[src/rtl/led_pulse_stretcher.sv]
`default_nettype none
// ============================================================================
// Module   : led_pulse_stretcher
// Purpose  : Turns single-cycle events into fixed on-time/off-gap LED flashes,
//            queueing events that arrive mid-flash. LED_PULSE_OVERFLOW_EN
//            enables the sticky overflow flag.
// Revision : 1.0 - initial release
// ============================================================================
module led_pulse_stretcher #(
    parameter int ON_CLOCKS   = 5000000,
    parameter int GAP_CLOCKS  = 2500000,
    parameter int PENDING_MAX = 15
) (
    input  logic                               clk,
    input  logic                               reset,
    input  logic                               event_in,
    output logic                               led,
    output logic                               busy,
    output logic [$clog2(PENDING_MAX+1)-1:0]   pending,
    output logic                               overflow
);

    localparam int c_CNT_MAX  = (ON_CLOCKS > GAP_CLOCKS) ? ON_CLOCKS : GAP_CLOCKS;
    localparam int c_CNT_W    = (c_CNT_MAX > 1) ? $clog2(c_CNT_MAX) : 1;
    localparam int c_PEND_W   = $clog2(PENDING_MAX + 1);

    localparam logic [c_CNT_W-1:0]  c_ON_LOAD  = c_CNT_W'(ON_CLOCKS - 1);
    localparam logic [c_CNT_W-1:0]  c_GAP_LOAD = c_CNT_W'(GAP_CLOCKS - 1);
    localparam logic [c_CNT_W-1:0]  c_CNT_ONE  = c_CNT_W'(1);
    localparam logic [c_PEND_W-1:0] c_PEND_MAX = c_PEND_W'(PENDING_MAX);
    localparam logic [c_PEND_W-1:0] c_PEND_ONE = c_PEND_W'(1);

    localparam logic [1:0] c_IDLE = 2'd0;
    localparam logic [1:0] c_ON   = 2'd1;
    localparam logic [1:0] c_GAP  = 2'd2;

    logic [1:0]          r_state;
    logic [c_CNT_W-1:0]  r_cnt;
    logic [c_PEND_W-1:0] r_pending;
    logic                r_led;
    logic                r_busy;

    logic [1:0]          w_state_nxt;
    logic [c_CNT_W-1:0]  w_cnt_nxt;
    logic [c_PEND_W-1:0] w_pending_nxt;
    logic                w_cnt_zero;
    logic                w_pend_full;

    assign w_cnt_zero  = (r_cnt == '0);
    assign w_pend_full = (r_pending == c_PEND_MAX);

    always_comb begin
        w_state_nxt   = r_state;
        w_cnt_nxt     = r_cnt;
        w_pending_nxt = r_pending;
        case (r_state)
            c_IDLE: begin
                if (event_in) begin
                    w_state_nxt = c_ON;
                    w_cnt_nxt   = c_ON_LOAD;
                end
            end
            c_ON: begin
                if (!w_cnt_zero) begin
                    w_cnt_nxt = r_cnt - c_CNT_ONE;
                end else begin
                    w_state_nxt = c_GAP;
                    w_cnt_nxt   = c_GAP_LOAD;
                end
                if (event_in && !w_pend_full) begin
                    w_pending_nxt = r_pending + c_PEND_ONE;
                end
            end
            c_GAP: begin
                if (!w_cnt_zero) begin
                    w_cnt_nxt = r_cnt - c_CNT_ONE;
                    if (event_in && !w_pend_full) begin
                        w_pending_nxt = r_pending + c_PEND_ONE;
                    end
                end else if (r_pending != '0) begin
                    // Dequeue; a coincident event replaces the one taken out.
                    w_state_nxt = c_ON;
                    w_cnt_nxt   = c_ON_LOAD;
                    if (!event_in) begin
                        w_pending_nxt = r_pending - c_PEND_ONE;
                    end
                end else if (event_in) begin
                    w_state_nxt = c_ON;
                    w_cnt_nxt   = c_ON_LOAD;
                end else begin
                    w_state_nxt = c_IDLE;
                end
            end
            default: begin
                w_state_nxt = c_IDLE;
                w_cnt_nxt   = '0;
            end
        endcase
    end

    always_ff @(posedge clk) begin
        if (reset) begin
            r_state   <= c_IDLE;
            r_cnt     <= '0;
            r_pending <= '0;
            r_led     <= 1'b0;
            r_busy    <= 1'b0;
        end else begin
            r_state   <= w_state_nxt;
            r_cnt     <= w_cnt_nxt;
            r_pending <= w_pending_nxt;
            r_led     <= (w_state_nxt == c_ON);
            r_busy    <= (w_state_nxt != c_IDLE);
        end
    end

    assign led     = r_led;
    assign busy    = r_busy;
    assign pending = r_pending;

`ifdef LED_PULSE_OVERFLOW_EN
    logic w_drop;
    logic r_overflow;

    // The final GAP cycle always dequeues, so it can never drop an event.
    assign w_drop = event_in && w_pend_full &&
                    ((r_state == c_ON) || ((r_state == c_GAP) && !w_cnt_zero));

    always_ff @(posedge clk) begin
        if (reset) begin
            r_overflow <= 1'b0;
        end else if (w_drop) begin
            r_overflow <= 1'b1;
        end
    end

    assign overflow = r_overflow;
`else
    assign overflow = 1'b0;
`endif

endmodule
`default_nettype wire

[config.mk]
export PLATFORM = sky130hd
export DESIGN_NAME = led_pulse_stretcher
export DESIGN_NICKNAME = d
export VERILOG_FILES = /design/src/rtl/led_pulse_stretcher.sv
export SDC_FILE = /design/constraint.sdc
export NUM_CORES = 1
export LEC_CHECK = 0
export ABC_AREA = 1
export BUFFER_PORTS_ARGS = -buffer_cell sky130_fd_sc_hd__buf_4
export CAP_MARGIN = 30
export CORE_MARGIN = 4
export CORE_UTILIZATION = 40
export CTS_CLUSTER_SIZE = 8
export DETAILED_ROUTE_END_ITERATION = 10
export PLACE_DENSITY = 0.56
export SETUP_SLACK_MARGIN = 0.05
export SYNTH_ARGS = -nofsm -noshare
export SYNTH_HDL_FRONTEND = slang
export SYNTH_SLANG_ARGS = --single-unit
[constraint.sdc]
create_clock -name clk -period 3.53 [get_ports clk]
set_input_delay 0 -clock clk [delete_from_list [all_inputs] [get_ports clk]]
set_output_delay 0 -clock clk [all_outputs]
set_load 0.005 [all_outputs]
Word-level counts from Yosys, hierarchy flattened
Cells that the tools add are included.
Widths: inputs -> output; s select.

operators by class
  reduce and logical (&&, ||, !) cells = 8
  multiply operators = 0
  shift operators = 0
  mux-type cells = 16
  equal/unequal tests = 6
  div/mod/pow operators = 0
  magnitude comparators = 0
  bitwise logic cells = 0
  $add $sub $neg = 3

operator list
  kind                   number
  $mux 23                4
  $pmux 23 s3            1
  $logic_not 23->1       1
  $sub 23x1->23 const B  1
  $mux 4                 4
  $pmux 4 s2             1
  $mux 2                 3
  $ne 3x3->1 const B     2
  $pmux 2 s3             1
  $add 4x1->4 const B    1
  $eq 2x1->1 const B     2
  $eq 4x4->1 const B     1
  $reduce_bool 2->1      2
  $reduce_bool 4->1      1
  $sub 4x1->4 const B    1
  $reduce_and 3->1       1
  $eq 2x2->1 const B     1
  $logic_not 2->1        1
  $mux 1                 2
  $logic_and 1x1->1      1
  $logic_not 1->1        1

word-level totals
  register bits after elaboration = 31
  ROM bits = 0
  logic and storage cells = 38
  output and inout port bits = 7
  memory bits (writable) = 0
  memories kept = 0
  latch bits = 0

Logic depth before layout (Yosys ltp)
Gate-level depths: netlist of the first run.

  depth after elaboration = 6
  depth in mapped cells = 11

Worst setup path before layout of the first run
OpenSTA, ideal clock, no wires.

  path type = reg2reg
  start = reg r_cnt[0]
  end = reg r_cnt[14]
  cell stages (with the launch flop) = 12
  slack = 1.944 ns
  setup time = 0.132 ns
  arrival time = 1.454 ns
  buffers on the path = 0
  cells stage by stage = dfxtp_1 > inv_1 > ha_1 > inv_1 > nor2_1 > nand2_1 > nor2_1 > nand2_1 > xor2_1 > nor2_1 > nor2_1 > a21oi_1

on the way
  cells in the longest elaborated chain, start to end = 3
  elaborated cells between the ends (all ways) = 5
  those cells by class = 1 x add/sub; 3 x mux; 1 x reduce/logical

ends and longest elaborated chain
  item                                               line        RTL
  start: declaration                                 38          logic [c_CNT_W-1:0] r_cnt;
  start signal: assignment                           110         r_cnt <= w_cnt_nxt;
  $sub 23x1->23 or $logic_not 23->1 (tied branches)  65, 76, 49
  $mux 23 (on tied branches)                         75, 64
  $pmux 23 s3 *                                      56          case (r_state)

Mark *: on every way between the ends. The rest lies on a longest branch, timed or not.
A chain may end at the register's enable or synchronous reset.

Worst setup path in the final report of the first run
  start = reg r_cnt[0]
  end = reg r_busy (netlist: busy)

on the way
  cells in the longest elaborated chain, start to end = 4
  elaborated cells between the ends (all ways) = 5
  those cells by class = 3 x mux; 2 x reduce/logical

ends and longest elaborated chain
  item                       line    RTL
  $logic_not 23->1 *         49      assign w_cnt_zero = (r_cnt == '0);
  $mux 2 (on tied branches)  75, 64
  $pmux 2 s3 *               56
  $reduce_bool 2->1 *        113     r_busy <= (w_state_nxt != c_IDLE);
  end signal: assignment     113
  end: declaration           41      logic r_busy;

Marks and branches as above.

==> results of run 1 <==
==> cell type report <==
| class | count | area [µm²] | share of cell area |
|---|---|---|---|
| multi-input combinational | 294 | 1600 | 0.602 |
| sequential | 31 | 621 | 0.234 |
| inverter | 38 | 148 | 0.0557 |
| tap | 75 | 93.8 | 0.0354 |
| clock buffer | 6 | 82.6 | 0.0312 |
| timing repair buffer | 10 | 75.1 | 0.0283 |
| clock inverter | 2 | 35.0 | 0.0132 |
==> cells in the final DEF (no fill, tap or decap), drive strengths merged <==
master   count
nor3         3
xnor2        6
o2111ai      1
or2          2
o211ai       3
clkinv       3
nand3       55
nand2       87
o21a         2
o21ai       24
bufinv       1
inv         36
dfxtp       31
clkbuf       6
nand4       10
a21o         1
a21oi       23
buf         10
conb         1
ha           4
a31oi        3
xor2         7
nor2        62
==> sequential cells by signal (all words and copies together) (netlist names) <==
register  count
pending       4
led           1
r_state       2
busy          1
r_cnt        23
==> cells by family (layout without fill, tap and decap cells) <==
logic type | count (synthesis) | in the layout | share of synthesized area
AO/OA/AOI/OAI | 57 | 57 | 0.134
XOR/XNOR | 13 | 13 | 0.0471
adder cells (fa/ha/maj) | 4 | 4 | 0.0207
buffers and inverters | 49 | 56 | 0.0843
flip-flops | 31 | 31 | 0.256
other | 1 | 1 | 0.00155
AND/OR/NAND/NOR | 219 | 219 | 0.456
==> worst max-delay path: cells and delay by family (launching register included) <==
| family | cells | cell delay [ns] |
|---|---|---|
| compound gates | 1 | 0.09 |
| fa+ha+maj | 1 | 0.22 |
| buf+inv | 2 | 0.21 |
| flops | 1 | 0.32 |
| simple gates | 5 | 0.86 |
==> stage by stage <==
step,instances,power (µW)
floorplan,374,803
global placement,448,906
detailed placement,448,911
CTS,456,1290
global route,456,1380
finish,456,1280
==> layer usage <==
metal | part of all wire | vias up | routed length [µm]
li1 | - | 1250 | -
met1 | 0.49 | 1087 | 3230
met2 | 0.46 | 34 | 3030
met3 | 0.031 | 6 | 201
met4 | 0.0099 | 0 | 65
met5 | 0 | - | 0
==> worst max path at each step <==
stage	slack, ns	to
floorplan	1.94	r_cnt[14]$_SDFF_PP0_
global placement	1.71	busy$_SDFF_PP0_
detailed placement	1.68	busy$_SDFF_PP0_
CTS	1.67	busy$_SDFF_PP0_
global route	1.51	r_cnt[22]$_SDFF_PP0_
finish	1.69	busy$_SDFF_PP0_
==> report_power, final <==
part	switching [µW]	internal, µW
clock network	145	229
registers	44.6	385
logic	308	164
==> results.md, run 1 <==
* Status: complete, no violations
* Layout cell share with drive strength beyond 1 at 0.168
* Final hold violations at 0
* Sink Count at 31
* Area contributors post-synth: dfxtp_1 (26%), nand2_1 (12%), nand3_1 (11%)
* Setup crit end kind: flip-flop
* Syn nets at roughly 380
* Gr usage total at 0.192
* Leakage Power at 0.00122 µW
* CP most frequent cell: nor2_2
* Post-route DRC at 0
* Synthesized area at around 2400 µm²
* H-tree Lvls at 2
* Worst vdd ir at about 0.00030 V
* Final min period at ~1.8 ns
* Largest net degree at the start of global routing at 23
* Least-Margin Pin Slew at approximately 0.8 ns
* GRT busiest layer: met2
* Skew final at 0.00515 ns
* Worst EP arrival at around 2.0 ns
* # diodes at 0
* Rows at 28
* First-pass DRT Iterations at 4
* First-pass GRT wire length at approximately 11 mm
* PD cells at slightly below 500 nW/µm²
* Fill cell count at 661
* Clock latency at the later pin of the worst-skew pair at around 0.28 ns
* Clk pin slew, worst setup/hold paths at 0.07 ns
* RSZ-0062 raised after global routing: no
* Yosys top cell by area: dfxtp_1
* Worst Hold Slack at about 0.057 ns
* Hold endpoint: r_state[1]$_SDFF_PP0_
* Hold_sp: reset
* Max incr delay on CP at between 0.3 and 0.4 ns
* Worst slew margin at 0.474
* Die ar. at 7360 µm²
* Chip Height at approximately 86 µm
* Finished Core Util at 0.450
* TritonCTS clock tree: done
* Buffers on Ports at 8
* CP Launch Point: r_cnt[0]$_SDFF_PP0_
* Synth Instances at between 300 and 400
* Global Route met2 Usage at 0.314
* Root Driver: clkbuf_8
* Final #Nets at between 300 and 400
* Vias in the first global route at approximately 2,200
* Max Fclk at about 540 MHz
* Netlist cell types at 37
* Cells on worst reg2reg path at 9
* Vias at between 2,000 and 2,500
* Die width at ~86 µm
* Setup slack after layout at between 1.5 and 2 ns
* Seq/Total Area, Yosys at 0.256
* Seq cells post-synth at 31
* Hold_buf cts at 0
* Critical-path top delay cell: dfxtp_1
* # Max-Cap Violations at 0
* Post-DR vias/cell at 5.21
* Met1 Use GR at 0.262
* Area growth, synth to finish at 9.51%
* Most frequent cell after synthesis: nand2_1
* # resized after CTS at 0
* Startpoint Class: flip-flop
* Antenna-violating nets left at 0
* Mapped Avg Cell Area at around 6.5 µm²
* Post-CTS Setup Inserts at 0
* Pre-CTS setup slack at 1.68 ns
* Hold Path Depth at 2
* DP Area at approximately 2500 µm²
* Synth top area share at 0.256
* Fin crit share at 0.521
* Final wirelength at between 6 and 7 mm
* # IOs at 10
* Setup violators final at 0
* Clock Path Buffers at 2
* TritonCTS buffer count at 5
* GR Overflow Total at 0
* Gp weighted congestion at 0.853
* Max-slew violation total from the final report at 0
* Post-synth top flop: dfxtp_1
* Critical path peak fanout at 7
* Post-synth top cells: nand2_1 (77), nand3_1 (52), nor2_1 (39), inv_1 (34), dfxtp_1 (31)
* CP cell instances: inv_1 -> ha_1 -> nand2_1 -> nor2_2 -> nand3_2 -> nand2_2 -> inv_2 -> nor2_2 -> a31oi_1
* Wire per inst at between 10 and 15 µm
* DP Wirelength at between 4 and 5 mm
* Worst R2R End: busy$_SDFF_PP0_
* Core area at 5890 µm²
* Design area at roughly 2700 µm²
* Final setup TNS at 0 ns
* Register-to-register setup slack at between 1.5 and 2 ns
* Initial antenna violation count at 0
* CP required at 3.69 ns
* Starting Density at 0.411
* M3 GR Usage at 0.0298
* Async set-reset flop share out of synthesis at 0
* Hold Path Class: in -> reg
* Iteration-0 DRC count of the detailed router at 232
* Reg2Reg Launch Point: r_cnt[0]$_SDFF_PP0_
* Number of synthesized flops with an enable pin at 0
* Synth warn at 0
* Critical path class: reg -> reg
Note: power is estimated with default switching activity, not from simulation.
==> inputs of run 2 (changes only) <==
==> constraint.sdc (replaced) <==
create_clock -name clk -period 1.7 [get_ports clk]
set_input_delay 0 -clock clk [delete_from_list [all_inputs] [get_ports clk]]
set_output_delay 0 -clock clk [all_outputs]
set_load 0.005 [all_outputs]
==> results.md, run 2 (synthesis gave the netlist of run 1 again) <==
* # Max-Cap Violations at 0 (unchanged)
* Design area at 3120 µm² (+18%)
* Hold Path Class: in -> reg
* Chip Height at 85.8 µm (unchanged)
* Sink Count at 31 (unchanged)
* Final wirelength at 7.19 mm (+10%)
* Rows at 28 (unchanged)
* Buffers on Ports at 8 (unchanged)
* Most frequent cells in the layout: nand2_1 (73), nand3_1 (49), buf_4 (43), nor2_1 (34), inv_1 (27)
* M3 GR Usage at 0.0288 (-0.000961)
* GRT busiest layer: met2
* Final min period at 1.61 ns (-0.235 ns)
* Comb pwr share at 0.464 (+0.094)
* Global Route met2 Usage at 0.311 (-0.00353)
* Starting Density at 0.411 (unchanged)
* Final hold violations at 0 (unchanged)
* Final Power at 2840 µW (+120%)
* Most common cell after layout, fill and taps aside: nand2_1
* PD cells at 908 nW/µm² (+89%)
* Gr usage total at 0.197 (+0.00424)
* Setup crit end kind: flip-flop
* Fin crit share at 0.944 (+0.423)
* Worst vdd ir at 0.000497 V (+67%)
* DP Area at 2710 µm² (+7.1%)
* Clock latency at the later pin of the worst-skew pair at 0.29 ns (about the same)
* Pint at 1650 µW (+110%)
* Sequential Power Share at 0.319 (-0.018)
* Setup violators final at 0 (unchanged)
* TritonCTS clock tree: done
* Gp weighted congestion at 0.910 (+6.6%)
* Finished Core Util at 0.531 (+0.0806)
* Clk pin slew, worst setup/hold paths at 0.07 ns (about the same)
* Post-DR vias/cell at 5.19 (-0.45%)
* # diodes at 0 (unchanged)
* Vias at 2,553 (+7.4%)
* Antenna-violating nets left at 0 (unchanged)
* Area growth, synth to finish at 29.1%
* DP Wirelength at 5.02 mm (+2.9%)
* Critical path peak fanout at 4 (-3)
* Max Fclk at 623 MHz (+15%)
* # IOs at 10 (unchanged)
* Most flops, register: r_cnt
* Initial antenna violation count at 0 (unchanged)
* Max-slew violation total from the final report at 0 (unchanged)
* Largest net degree at the start of global routing at 23 (unchanged)
* Worst EP arrival at 1.83 ns (-0.17 ns)
* Clock share of power at 0.217 (-0.076)
* Sw Pwr at 1190 µW (+140%)
* Core area at 5890 µm² (unchanged)
* First-pass DRT Iterations at 4 (unchanged)
* Die width at 85.8 µm (unchanged)
* Layout cell share with drive strength beyond 1 at 0.317 (+0.149)
* Clock Path Buffers at 2 (unchanged)
* Status: complete, no violations
* Die ar. at 7360 µm² (unchanged)
* Switch share at 0.418 (+0.0272)
* Final #Nets at 424 (+9.6%)
* Root Driver: clkbuf_8
* Met1 Use GR at 0.269 (+0.00698)
* Leakage Power at 0.00142 µW (+16%)
* Wire per inst at 14.6 µm (+2.0%)
* Iteration-0 DRC count of the detailed router at 206 (-11%)
* First-pass GRT wire length at 11.5 mm (+2.2%)
* Critical path class: reg -> reg
* H-tree Lvls at 2 (unchanged)
* GR Overflow Total at 0 (unchanged)
* Post-route DRC at 0 (unchanged)
* Hold_buf cts at 0 (unchanged)
* Startpoint Class: flip-flop
* RSZ-0062 raised after global routing: yes
* CP required at 1.92 ns (-1.77 ns)
* Largest register FFs at 23 (unchanged)
* Vias in the first global route at 2,345 (+5.3%)
* Worst Hold Slack at 0.0527 ns (-0.00460 ns)
* TritonCTS buffer count at 5 (unchanged)
* Skew final at 0.00573 ns (+0.000582 ns)
==> run 2: changes by cell type in the layout (fill, tap and decap cells not counted), sizes merged <==
cell / delta
clkinv: -1
inv: +1
nand3: +1
bufinv: -1
buf: +36
==> run 2: metal layers <==
metal,wire [µm],part of all wire,up-vias
met5,0,0,-
met4,143,0.020,0
met3,297,0.041,14
met2,3350,0.47,56
met1,3400,0.47,1163
li1,-,-,1320
==> run 2: power by group through the flow <==
stage	combinational, µW	sequential (µW)	clock (µW)
final	1320	905	615
after global routing	1460	916	655
after CTS	1110	879	631
after detailed placement	1090	895	0
after global placement	1090	894	0
after floorplan	778	890	0
==> run 2: timing repair <==
item                                    CTS  global route
endpoints found under the setup margin   15            29
gates resized for setup                   6            58
gates cloned                              0             1
setup buffers                             0            12
pin swaps                                 0            26
==> run 2: final timing paths <==
| check | cells after the start | end | slack [ns] | from |
|---|---|---|---|---|
| max | 11 | r_cnt[14]$_SDFF_PP0_ | 0.09 | r_cnt[1]$_SDFF_PP0_ |
| min | 2 | r_state[1]$_SDFF_PP0_ | 0.05 | reset |
| max reg2reg | 11 | r_cnt[14]$_SDFF_PP0_ | 0.09 | r_cnt[1]$_SDFF_PP0_ |
| min reg2reg | 2 | pending[1]$_SDFFE_PP0P_ | 0.53 | pending[1]$_SDFFE_PP0P_ |
==> run 2: per-stage QoR <==
step           std cells  worst slack, ns  setup TNS, ns
6_report             492           0.0945              0
5_1_grt              492       -0.0000222     -0.0000222
4_1_cts              479           0.0386              0
3_5_place_dp         472          -0.0689         -0.260
3_3_place_gp         472          -0.0421         -0.127
2_1_floorplan        374            0.114              0
==> run 2: area by class of cell <==
| type | instances | area [µm²] |
|---|---|---|
| Clock buffer | 6 | 82.6 |
| Clock inverter | 1 | 5.00 |
| Fill cell | 610 | 2760 |
| Inverter | 38 | 155 |
| Multi-Input combinational cell | 295 | 1800 |
| Sequential cell | 31 | 629 |
| Tap cell | 75 | 93.8 |
| Timing Repair Buffer | 46 | 357 |
==> run 2: worst max-delay path: stages (launching register included) <==
cell     delay [ns]
dfxtp_2        0.33
inv_4          0.08
ha_4           0.16
inv_2          0.05
nor2_4         0.11
nand2_2        0.09
nor2_4         0.16
nand2_2        0.08
xor2_2         0.18
nor2_1         0.11
nor2_1         0.06
a21oi_1        0.13
==> inputs of run 3 (changes only) <==
--- a/config.mk
+++ b/config.mk
@@ -6,7 +6,7 @@
 export NUM_CORES = 1
 export LEC_CHECK = 0
 export ABC_AREA = 1
-export BUFFER_PORTS_ARGS = -buffer_cell sky130_fd_sc_hd__buf_4
+export BUFFER_PORTS_ARGS = -buffer_cell sky130_fd_sc_hd__buf_2
 export CAP_MARGIN = 30
 export CORE_MARGIN = 4
 export CORE_UTILIZATION = 40
==> results.md, run 3 (synthesis gave the netlist of run 1 again) <==
* Pint at 1730 µW (+4.6%)
* Comb pwr share at 0.464 (about the same)
* Max-slew violation total from the final report at 0 (unchanged)
* Chip Height at 85.8 µm (unchanged)
* Final setup TNS at 0 ns (unchanged)
* Gp weighted congestion at 0.920 (+1.2%)
* Final Power at 2910 µW (+2.7%)
* Final wirelength at 7.23 mm (+0.56%)
* Post-route DRC at 0 (unchanged)
* Post-DR vias/cell at 5.25 (+1.2%)
* CP Launch Point: r_cnt[1]$_SDFF_PP0_
* Final min period at 1.59 ns (-0.0132 ns)
* Most common cell after layout, fill and taps aside: nand2_1
* Hold Path Class: in -> reg
* Vias in the first global route at 2,378 (+1.4%)
* Final #Nets at 433 (+2.1%)
* H-tree Lvls at 2 (unchanged)
* Register-to-register setup slack at 0.11 ns (about the same)
* Hold_buf cts at 0 (unchanged)
* Worst Hold Slack at 0.157 ns (+0.104 ns)
* Status: complete, no violations
* Worst Setup EP: r_cnt[14]$_SDFF_PP0_
* # Max-Cap Violations at 0 (unchanged)
* Area growth, synth to finish at 29.8%
* Multi-input logic area at 1750 µm² (-2.8%)
* CP required at 1.88 ns (-0.04 ns)
* GR Overflow Total at 0 (unchanged)
* Sink Count at 31 (unchanged)
* Pre-CTS setup slack at -0.00804 ns (+0.0609 ns)
* Max Fclk at 628 MHz (+0.83%)
* Initial antenna violation count at 0 (unchanged)
* Setup slack after layout at 0.108 ns (+0.0132 ns)
* Buffers on Ports at 8 (unchanged)
* Layout cell share with drive strength beyond 1 at 0.311 (-0.00507)
* Iteration-0 DRC count of the detailed router at 140 (-32%)
* Clock latency at the later pin of the worst-skew pair at 0.29 ns (about the same)
* Fill cell count at 592 (-3.0%)
* # IOs at 10 (unchanged)
* Hold_sp: reset
* Starting Density at 0.411 (unchanged)
* Root Driver: clkbuf_8
* Clock share of power at 0.230 (+0.013)
* Die width at 85.8 µm (unchanged)
* # diodes at 0 (unchanged)
* Leakage Power at 0.00146 µW (+3.2%)
* Cells on worst reg2reg path at 11 (unchanged)
* Reg2Reg Launch Point: r_cnt[1]$_SDFF_PP0_
* Worst R2R End: r_cnt[14]$_SDFF_PP0_
* Fin crit share at 0.937 (-0.00777)
* Most flops, register: r_cnt
* Die ar. at 7360 µm² (unchanged)
* First-pass DRT Iterations at 4 (unchanged)
* Vias at 2,636 (+3.3%)
* Rows at 28 (unchanged)
* Critical path class: reg -> reg
* Gr usage total at 0.199 (+0.00276)
* Skew final at 0.00229 ns (-0.00344 ns)
* Largest net degree at the start of global routing at 22 (-4.3%)
* Core area at 5890 µm² (unchanged)
* Worst vdd ir at 0.000556 V (+12%)
* TritonCTS clock tree: done
* Setup crit end kind: flip-flop
* RSZ-0062 raised after global routing: yes
* Sw Pwr at 1190 µW (about the same)
* Critical path peak fanout at 5 (+1)
* Setup violators final at 0 (unchanged)
* FF/Latch Area at 627 µm² (-0.40%)
* Sequential Power Share at 0.306 (-0.013)
* Startpoint Class: flip-flop
* Final hold violations at 0 (unchanged)
* Most frequent cells in the layout: nand2_1 (74), nand3_1 (49), buf_4 (44), nor2_1 (34), inv_1 (29)
* Wire per inst at 14.4 µm (-1.4%)
* Clock Path Buffers at 2 (unchanged)
* Antenna-violating nets left at 0 (unchanged)
* Largest register FFs at 23 (unchanged)
* Worst EP arrival at 1.77 ns (-0.06 ns)
* Switch share at 0.407 (-0.0109)
* TritonCTS buffer count at 5 (unchanged)
* Clk pin slew, worst setup/hold paths at 0.07 ns (about the same)
* First-pass GRT wire length at 11.5 mm (unchanged)
* PD cells at 928 nW/µm² (+2.2%)
* DP Wirelength at 5.15 mm (+2.6%)
[run 3: worst min path at each step]
| stage | endpoint | slack (ns) | cells after the start |
|---|---|---|---|
| detailed placement | busy | 0.38 | 1 |
| global placement | busy | 0.38 | 1 |
| finish | r_cnt[4]$_SDFF_PP0_ | 0.16 | 4 |
| global route | r_state[1]$_SDFF_PP0_ | 0.18 | 3 |
| floorplan | r_cnt[5]$_SDFF_PP0_ | 0.07 | 1 |
| CTS | r_cnt[6]$_SDFF_PP0_ | 0.15 | 4 |
[run 3: metrics by stage]
stage               area, µm²  utilization  instances
global placement         2740        0.465        478
finish                   3140        0.534        502
CTS                      2890        0.490        490
global route             3140        0.534        502
floorplan                2420            -        374
detailed placement       2740        0.465        478
[run 3: routing by layer]
metal	GRT usage	vias to the layer above	wire length [µm]
met3	0.0327	19	357
met2	0.320	62	3420
met4	0.0878	0	182
met5	0	-	0
met1	0.263	1220	3270
li1	-	1335	-
[run 3: critical path: stages (launching register included)]
cell and delay, ns:
dfxtp_2 0.33, inv_4 0.10, ha_4 0.15, inv_1 0.05, nor2_2 0.12, nand2_2 0.09
nor2_4 0.13, nand2_1 0.10, xor2_1 0.20, nor2_1 0.06, nor2_1 0.08, a21oi_1 0.06
[run 3: repair_timing]
item / in CTS / in global routing
pin swaps: 1 / 18
resized for setup: 5 / 49
setup endpoints to repair: 17 / 31
buffers inserted: 4 / 12
[run 3: power groups by stage]
stage,logic (µW),registers (µW),clock network (µW)
6_report,1350,891,670
5_1_grt,1490,901,712
4_1_cts,1130,873,680
3_5_place_dp,1100,890,0
3_3_place_gp,1110,889,0
2_1_floorplan,778,890,0
[run 3: area by class of cell]
type	instances	share of cell area
well taps	75	0.0299
repair buffers	56	0.132
clock buffers	8	0.0319
flip-flops and latches	31	0.200
multi-input cells	294	0.558
inverters	38	0.0486
